$ cat src/rtl/clk_reset_sequencer.sv
// clk_reset_sequencer
//   Brings the system up behind the rPLL. It waits for a synchronized PLL lock,
//   lets the clock settle, holds a timed system reset, and then issues the core
//   clock-enable strobe. It also handles lock loss, a debounced user reset button
//   and STOP/wake handshaking. Everything runs on the PLL output clock.
// Ports
//   clk       : PLL output clock (the only clock)
//   reset     : synchronous, active-high block reset
//   pll_lock  : rPLL LOCK, asynchronous, 2-FF synchronized here
//   btn_reset : raw user reset button, active-high, asynchronous, 2-FF synchronized here
//   halt_req  : core STOP request, honoured only in a cycle where cpu_ce=1
//   wake      : wake event, honoured only in HALT
//   sys_reset : registered active-high reset to the rest of the design
//   cpu_ce    : registered single-cycle core clock-enable strobe
//   ready     : registered, high in RUN and HALT
module clk_reset_sequencer #(
  parameter int SETTLE_CYCLES   = 1024,
  parameter int RESET_CYCLES    = 16,
  parameter int CE_DIV          = 4,
  parameter int DEBOUNCE_CYCLES = 4096
) (
  input  logic clk,
  input  logic reset,
  input  logic pll_lock,
  input  logic btn_reset,
  input  logic halt_req,
  input  logic wake,
  output logic sys_reset,
  output logic cpu_ce,
  output logic ready
);

  // cnt is shared by SETTLE and RESET_HOLD, so size it for the larger terminal value.
  localparam int CNT_MAX = ((SETTLE_CYCLES > RESET_CYCLES) ? SETTLE_CYCLES : RESET_CYCLES) - 1;
  localparam int CW      = (CNT_MAX > 1) ? $clog2(CNT_MAX + 1) : 1;
  localparam int DW      = (CE_DIV > 2) ? $clog2(CE_DIV) : 1;
  // deb saturates one step past the trigger value, which makes the trigger one-shot
  // for each press.
  localparam int BW      = $clog2(DEBOUNCE_CYCLES + 1);

  localparam logic [2:0] S_WAIT_LOCK  = 3'd0;
  localparam logic [2:0] S_SETTLE     = 3'd1;
  localparam logic [2:0] S_RESET_HOLD = 3'd2;
  localparam logic [2:0] S_RUN        = 3'd3;
  localparam logic [2:0] S_HALT       = 3'd4;

  logic [2:0]    state_q, state_d;
  logic [CW-1:0] cnt_q, cnt_d;
  logic [DW-1:0] div_q, div_d;
  logic [BW-1:0] deb_q, deb_d;
  logic          lock_s1_q, lock_s_q;
  logic          btn_s1_q, btn_s_q;
  logic          sys_reset_q, sys_reset_d;
  logic          cpu_ce_q, cpu_ce_d;
  logic          ready_q, ready_d;
  logic          btn_trig;
  logic          running;

  // The debounce counter runs in every state. Only RUN and HALT act on its trigger.
  assign btn_trig = btn_s_q && (deb_q == BW'(DEBOUNCE_CYCLES - 1));
  assign running  = (state_q == S_RUN) || (state_q == S_HALT);

  always_comb begin
    state_d = state_q;
    cnt_d   = cnt_q;
    div_d   = div_q;
    if (!btn_s_q)                            deb_d = '0;
    else if (deb_q == BW'(DEBOUNCE_CYCLES))  deb_d = deb_q;
    else                                     deb_d = deb_q + 1'b1;

    case (state_q)
      S_WAIT_LOCK: begin
        cnt_d = '0;
        div_d = '0;
        if (lock_s_q) state_d = S_SETTLE;
      end
      S_SETTLE: begin
        if (cnt_q == CW'(SETTLE_CYCLES - 1)) begin
          state_d = S_RESET_HOLD;
          cnt_d   = '0;
        end else begin
          cnt_d = cnt_q + 1'b1;
        end
      end
      S_RESET_HOLD: begin
        if (cnt_q == CW'(RESET_CYCLES - 1)) begin
          state_d = S_RUN;
          cnt_d   = '0;
          div_d   = '0;
        end else begin
          cnt_d = cnt_q + 1'b1;
        end
      end
      S_RUN: begin
        // The strobe in this cycle is already on the output. A halt only stops the
        // strobes that follow it.
        if (cpu_ce_q && halt_req) begin
          state_d = S_HALT;
          div_d   = '0;
        end else if (div_q == DW'(CE_DIV - 1)) begin
          div_d = '0;
        end else begin
          div_d = div_q + 1'b1;
        end
      end
      S_HALT: begin
        div_d = '0;
        if (wake) state_d = S_RUN;
      end
      default: begin
        state_d = S_WAIT_LOCK;
        cnt_d   = '0;
        div_d   = '0;
      end
    endcase

    // The later overrides win: lock loss beats the button, and the button beats wake or halt.
    if (running && btn_trig) begin
      state_d = S_RESET_HOLD;
      cnt_d   = '0;
      div_d   = '0;
    end
    if ((state_q != S_WAIT_LOCK) && !lock_s_q) begin
      state_d = S_WAIT_LOCK;
      cnt_d   = '0;
      div_d   = '0;
    end

    // The outputs are computed from next state so that they change on the same edge as state.
    ready_d     = (state_d == S_RUN) || (state_d == S_HALT);
    sys_reset_d = !ready_d;
    cpu_ce_d    = (state_d == S_RUN) && (div_d == DW'(CE_DIV - 1));
  end

  always_ff @(posedge clk) begin
    if (reset) begin
      state_q     <= S_WAIT_LOCK;
      cnt_q       <= '0;
      div_q       <= '0;
      deb_q       <= '0;
      lock_s1_q   <= 1'b0;
      lock_s_q    <= 1'b0;
      btn_s1_q    <= 1'b0;
      btn_s_q     <= 1'b0;
      sys_reset_q <= 1'b1;
      cpu_ce_q    <= 1'b0;
      ready_q     <= 1'b0;
    end else begin
      state_q     <= state_d;
      cnt_q       <= cnt_d;
      div_q       <= div_d;
      deb_q       <= deb_d;
      lock_s1_q   <= pll_lock;
      lock_s_q    <= lock_s1_q;
      btn_s1_q    <= btn_reset;
      btn_s_q     <= btn_s1_q;
      sys_reset_q <= sys_reset_d;
      cpu_ce_q    <= cpu_ce_d;
      ready_q     <= ready_d;
    end
  end

  assign sys_reset = sys_reset_q;
  assign cpu_ce    = cpu_ce_q;
  assign ready     = ready_q;

endmodule

$ cat config.mk
export PLATFORM = sky130hd
export DESIGN_NAME = clk_reset_sequencer
export DESIGN_NICKNAME = d
export VERILOG_FILES = /design/src/rtl/clk_reset_sequencer.sv
export SDC_FILE = /design/constraint.sdc
export NUM_CORES = 1
export LEC_CHECK = 0
export BUFFER_PORTS_ARGS = -buffer_cell sky130_fd_sc_hd__clkbuf_2
export CAP_MARGIN = 20
export CELL_PAD_IN_SITES_DETAIL_PLACEMENT = 0
export CELL_PAD_IN_SITES_GLOBAL_PLACEMENT = 1
export CORE_MARGIN = 2
export CORE_UTILIZATION = 45
export CTS_BUF_LIST = sky130_fd_sc_hd__clkbuf_8
export DETAILED_ROUTE_END_ITERATION = 16
export PLACE_DENSITY = 0.76
export SLEW_MARGIN = 20
export SYNTH_ARGS = -nofsm -noshare
export SYNTH_HDL_FRONTEND = slang
export SYNTH_SLANG_ARGS = --single-unit
$ cat constraint.sdc
create_clock -name clk -period 2.6 [get_ports clk]
set_clock_uncertainty 0.2 [all_clocks]
set_input_delay 0.39 -clock clk [delete_from_list [all_inputs] [get_ports clk]]
set_output_delay 0.39 -clock clk [all_outputs]
set_load 0.02 [all_outputs]
==> results.py <==
metrics = {
    "run_status": {
        "run_status": "finished clean",
    },
    "clocking": {
        "ctsRootBufferMaster": "sky130_fd_sc_hd__clkbuf_8",
        "post_cts_resize_count": 0,
        "cts_buffer_depth": 2,
        "hold_buffers": 0,
        "tritoncts_num_sinks": 35,
        "cts_buffers": 5,
        "clkTransAtPathRegs_ns": 0.07,
        "postCtsSetupRepairBufs": 0,
        "ctsHtreeMaxLevel": 2,
        "clk-insertion-delay-late_ns": 0.28,
        "cts_tree": "built",
    },
    "floorplanning": {
        "standard_cell_core_area_sq_um": 3610,
        "floorplan.die.width_um": 64.8,
        "die_area_sq_um": 4190,
        "design.portCount": 9,
        "placement_rows": 22,
        "height_of_the_die_um": 64.8,
        "floorplan.initialDensity_pct": 46.1,
    },
    "synthesis": {
        "yosys_register_bits": 35,
        "netlist.top_cell.by_area": "sky130_fd_sc_hd__dfxtp_1",
        "post_synthesis_net_count": 199,
        "yosys.area.top_type_share_pct": 42.2,
        "synth_cells": 189,
        "postSynthAreaPerCell_sq_um": 8.79,
        "post_synth_instance_area_sq_um": 1660,
        "ys.warnings.count": 0,
        "ys_types": 43,
        "post_synthesis_sequential_area_ratio_pct": 42.2,
        "dominant_cells_by_area_after_synthesis": "sky130_fd_sc_hd__dfxtp_1, sky130_fd_sc_hd__nor2_1, sky130_fd_sc_hd__xnor2_1",
    },
    "power_and_ir_drop": {
        "cellPowerDensity_nw_per_um2": 514,
        "maximum_vdd_drop_uv": 328,
        "total_power_w": 0.000947,
        "p_leak_nw": 0.645,
    },
    "detailed_routing": {
        "detail_route.iter0.violations": 127,
        "dr_total_vias": 1351,
        "drt.antenna.violating_nets": 0,
        "post-route-drc-count": 0,
        "wl_per_cell_um": 12.5,
        "viasPerCell": 5.34,
        "route.final.wire_length_um": 3160,
        "detail_route.first_pass.iterations": 4,
    },
    "worst_hold_path": {
        "min_path_type": "input pin to register",
        "min_delay_worst_endpoint": "lock_s1_q",
        "worstHoldStart": "pll_lock",
        "worstHoldPathCells": 2,
    },
    "place": {
        "routabilityCongestion": 0.848,
        "io_buffer_count": 8,
        "detailed_place_hpwl_um": 2310,
    },
    "global_route": {
        "grt_usage_pct": 17.3,
        "initial_antenna_violation_count": 0,
        "first_global_vias": 1305,
        "grt.overflow.total": 0,
        "grt_max_degree": 14,
        "first_pass_grt_wire_length_um": 5620,
    },
    "timing": {
        "post-route-period-util_pct": 95.1,
        "fin_crit_ns": 2.47,
        "maxSlewHeadroom_pct": 66.6,
        "unrepaired_setup_endpoints_after_global_routing": "false",
        "worstMarginPinSlew_ns": 0.502,
        "hold_viol_final": 0,
        "fin_setup_tns_ns": 0,
        "setup_viol_count_final": 0,
        "finalMaxSlewViolations": 0,
        "max_clock_freq_ghz": 0.404,
    },
    "cells_and_area": {
        "finalCoreUtilization_pct": 51.1,
        "finalNetCount": 214,
        "insertedDiodeCount": 0,
        "flow.area_growth_from_synthesis_pct": 10.8,
        "drive_above_1_share_pct": 13.2,
    },
    "setup_path": {
        "required_time_at_the_worst_slack_endpoint_ns": 2.58,
        "setup.worst_path.end_class": "register",
        "critical_path_arrival_ns": 2.46,
        "timing_worst_setup_path_type": "register to register",
        "ff2ff_setup_slack_ns": 0.13,
        "reg2regPathDepth": 5,
        "regToRegStartpoint": "state_q[0]",
        "critical_path_fanouts_max": 8,
        "cp-start-kind": "register",
        "timing.rr.end": "sys_reset",
    },
    "job": {
        "cap_viol_max_count": 0,
    },
}
layer usage:
metal	up-vias	track usage (%)	wire (um)
met5	-	0	0
met4	0	8.78	73
met3	8	3.65	83
met2	12	29.9	1550
met1	638	20.2	1450
li1	693	-	-
synthesized netlist by cell type:
cell / number
sky130_fd_sc_hd__nor2b_1: 8
sky130_fd_sc_hd__nand2_1: 12
sky130_fd_sc_hd__o21ai_0: 1
sky130_fd_sc_hd__nand4b_1: 1
sky130_fd_sc_hd__nor2_1: 34
sky130_fd_sc_hd__and3_1: 3
sky130_fd_sc_hd__a21o_2: 1
sky130_fd_sc_hd__xor2_1: 8
sky130_fd_sc_hd__and2_1: 1
sky130_fd_sc_hd__or4_1: 2
sky130_fd_sc_hd__xnor2_1: 11
sky130_fd_sc_hd__buf_1: 1
sky130_fd_sc_hd__nand4_1: 8
sky130_fd_sc_hd__a211oi_1: 2
sky130_fd_sc_hd__a31o_2: 1
sky130_fd_sc_hd__or2_2: 1
sky130_fd_sc_hd__or3b_2: 1
sky130_fd_sc_hd__o31ai_1: 2
sky130_fd_sc_hd__nor3_1: 6
sky130_fd_sc_hd__ha_1: 4
sky130_fd_sc_hd__buf_2: 1
sky130_fd_sc_hd__buf_6: 2
sky130_fd_sc_hd__mux2_2: 1
sky130_fd_sc_hd__nand2b_1: 2
sky130_fd_sc_hd__and4bb_2: 1
sky130_fd_sc_hd__nor3b_1: 3
sky130_fd_sc_hd__or2_0: 1
sky130_fd_sc_hd__dfxtp_1: 35
sky130_fd_sc_hd__and3b_2: 1
sky130_fd_sc_hd__a21oi_1: 4
sky130_fd_sc_hd__nor4_1: 5
sky130_fd_sc_hd__or2_4: 1
sky130_fd_sc_hd__a32oi_1: 1
sky130_fd_sc_hd__a211o_1: 1
sky130_fd_sc_hd__or3b_1: 1
sky130_fd_sc_hd__nor4_2: 1
sky130_fd_sc_hd__nand3b_1: 1
sky130_fd_sc_hd__nand3_1: 9
sky130_fd_sc_hd__a22oi_1: 1
sky130_fd_sc_hd__a32o_1: 1
sky130_fd_sc_hd__and4_1: 2
sky130_fd_sc_hd__nor4b_1: 2
sky130_fd_sc_hd__inv_1: 4
through the flow:
| step | instance area, sq um | hold WS [ns] | cells | worst slack [ns] |
|---|---|---|---|---|
| floorplan | 1660 | 0.214 | 189 | 0.250 |
| detailed placement | 1760 | 0.228 | 245 | 0.142 |
| finish | 1840 | 0.120 | 253 | 0.127 |
| global placement | 1760 | 0.218 | 245 | 0.208 |
| global route | 1840 | 0.144 | 253 | 0.0287 |
| CTS | 1840 | 0.114 | 253 | 0.133 |
area by class of cell:
| cell class | instances | area [sq um] |
|---|---|---|
| clock inverter | 3 | 12.5 |
| timing repair buffer | 12 | 70.1 |
| clock buffer | 5 | 68.8 |
| tap | 48 | 60.1 |
| multi-input combinational | 146 | 915 |
| fill | 363 | 1760 |
| inverter | 4 | 15.0 |
| sequential | 35 | 701 |
cell families after synthesis:
group	Yosys count	share of synthesized area (%)
AND/OR/NAND/NOR	107	34.9
AO/OA/AOI/OAI	15	6.48
adder cells (fa/ha/maj)	4	3.01
multiplexers	1	0.678
XOR/XNOR	19	10.0
flip-flops	35	42.2
buffers and inverters	8	2.79
state kept, by name (all words and copies together), names as in the netlist:
register   count
deb_q         13
cnt_q         10
state_q        3
div_q          2
btn_s1_q       1
btn_s_q        1
cpu_ce         1
lock_s1_q      1
lock_s_q       1
ready          1
sys_reset      1
critical path: stages, from the launching register on:
cell	delay [ns]
sky130_fd_sc_hd__dfxtp_1	0.44
sky130_fd_sc_hd__or3b_1	0.39
sky130_fd_sc_hd__or4_1	0.53
sky130_fd_sc_hd__a211o_1	0.33
sky130_fd_sc_hd__or2_4	0.27
sky130_fd_sc_hd__a21o_2	0.21
worst max-delay path by stage:
stage	startpoint	endpoint	depth (start not counted)
floorplan	state_q[2]	sys_reset	6
global placement	state_q[0]	sys_reset	5
detailed placement	state_q[0]	sys_reset	5
CTS	state_q[0]	sys_reset	5
global route	state_q[0]	sys_reset	5
finish	state_q[0]	sys_reset	5
power breakdown:
| group | internal (W) | switching [W] |
|---|---|---|
| Sequential | 0.000542 | 0.00000545 |
| Combinational | 0.0000154 | 0.0000183 |
| Clock | 0.000180 | 0.000186 |
| Total | 0.000737 | 0.000210 |
layout by cell type (no fill, tap or decap), types with 2 or more instances in the layout:
cell	n
sky130_fd_sc_hd__inv_1	6
sky130_fd_sc_hd__xnor2_1	11
sky130_fd_sc_hd__clkbuf_2	8
sky130_fd_sc_hd__xor2_1	8
sky130_fd_sc_hd__buf_4	4
sky130_fd_sc_hd__nor2_1	34
sky130_fd_sc_hd__nand3_1	9
sky130_fd_sc_hd__clkbuf_8	5
sky130_fd_sc_hd__ha_1	4
sky130_fd_sc_hd__nand2_1	12
sky130_fd_sc_hd__nor3b_1	3
sky130_fd_sc_hd__nor3_1	6
sky130_fd_sc_hd__or4_1	2
sky130_fd_sc_hd__nand2b_1	2
sky130_fd_sc_hd__nor4_1	5
sky130_fd_sc_hd__and3_1	3
sky130_fd_sc_hd__o31ai_1	2
sky130_fd_sc_hd__nor2b_1	8
sky130_fd_sc_hd__dfxtp_1	35
sky130_fd_sc_hd__nor4b_1	2
sky130_fd_sc_hd__a21oi_1	4
sky130_fd_sc_hd__and4_1	2
sky130_fd_sc_hd__a211oi_1	2
sky130_fd_sc_hd__nand4_1	8
Note: power is estimated with default switching activity, not from simulation.
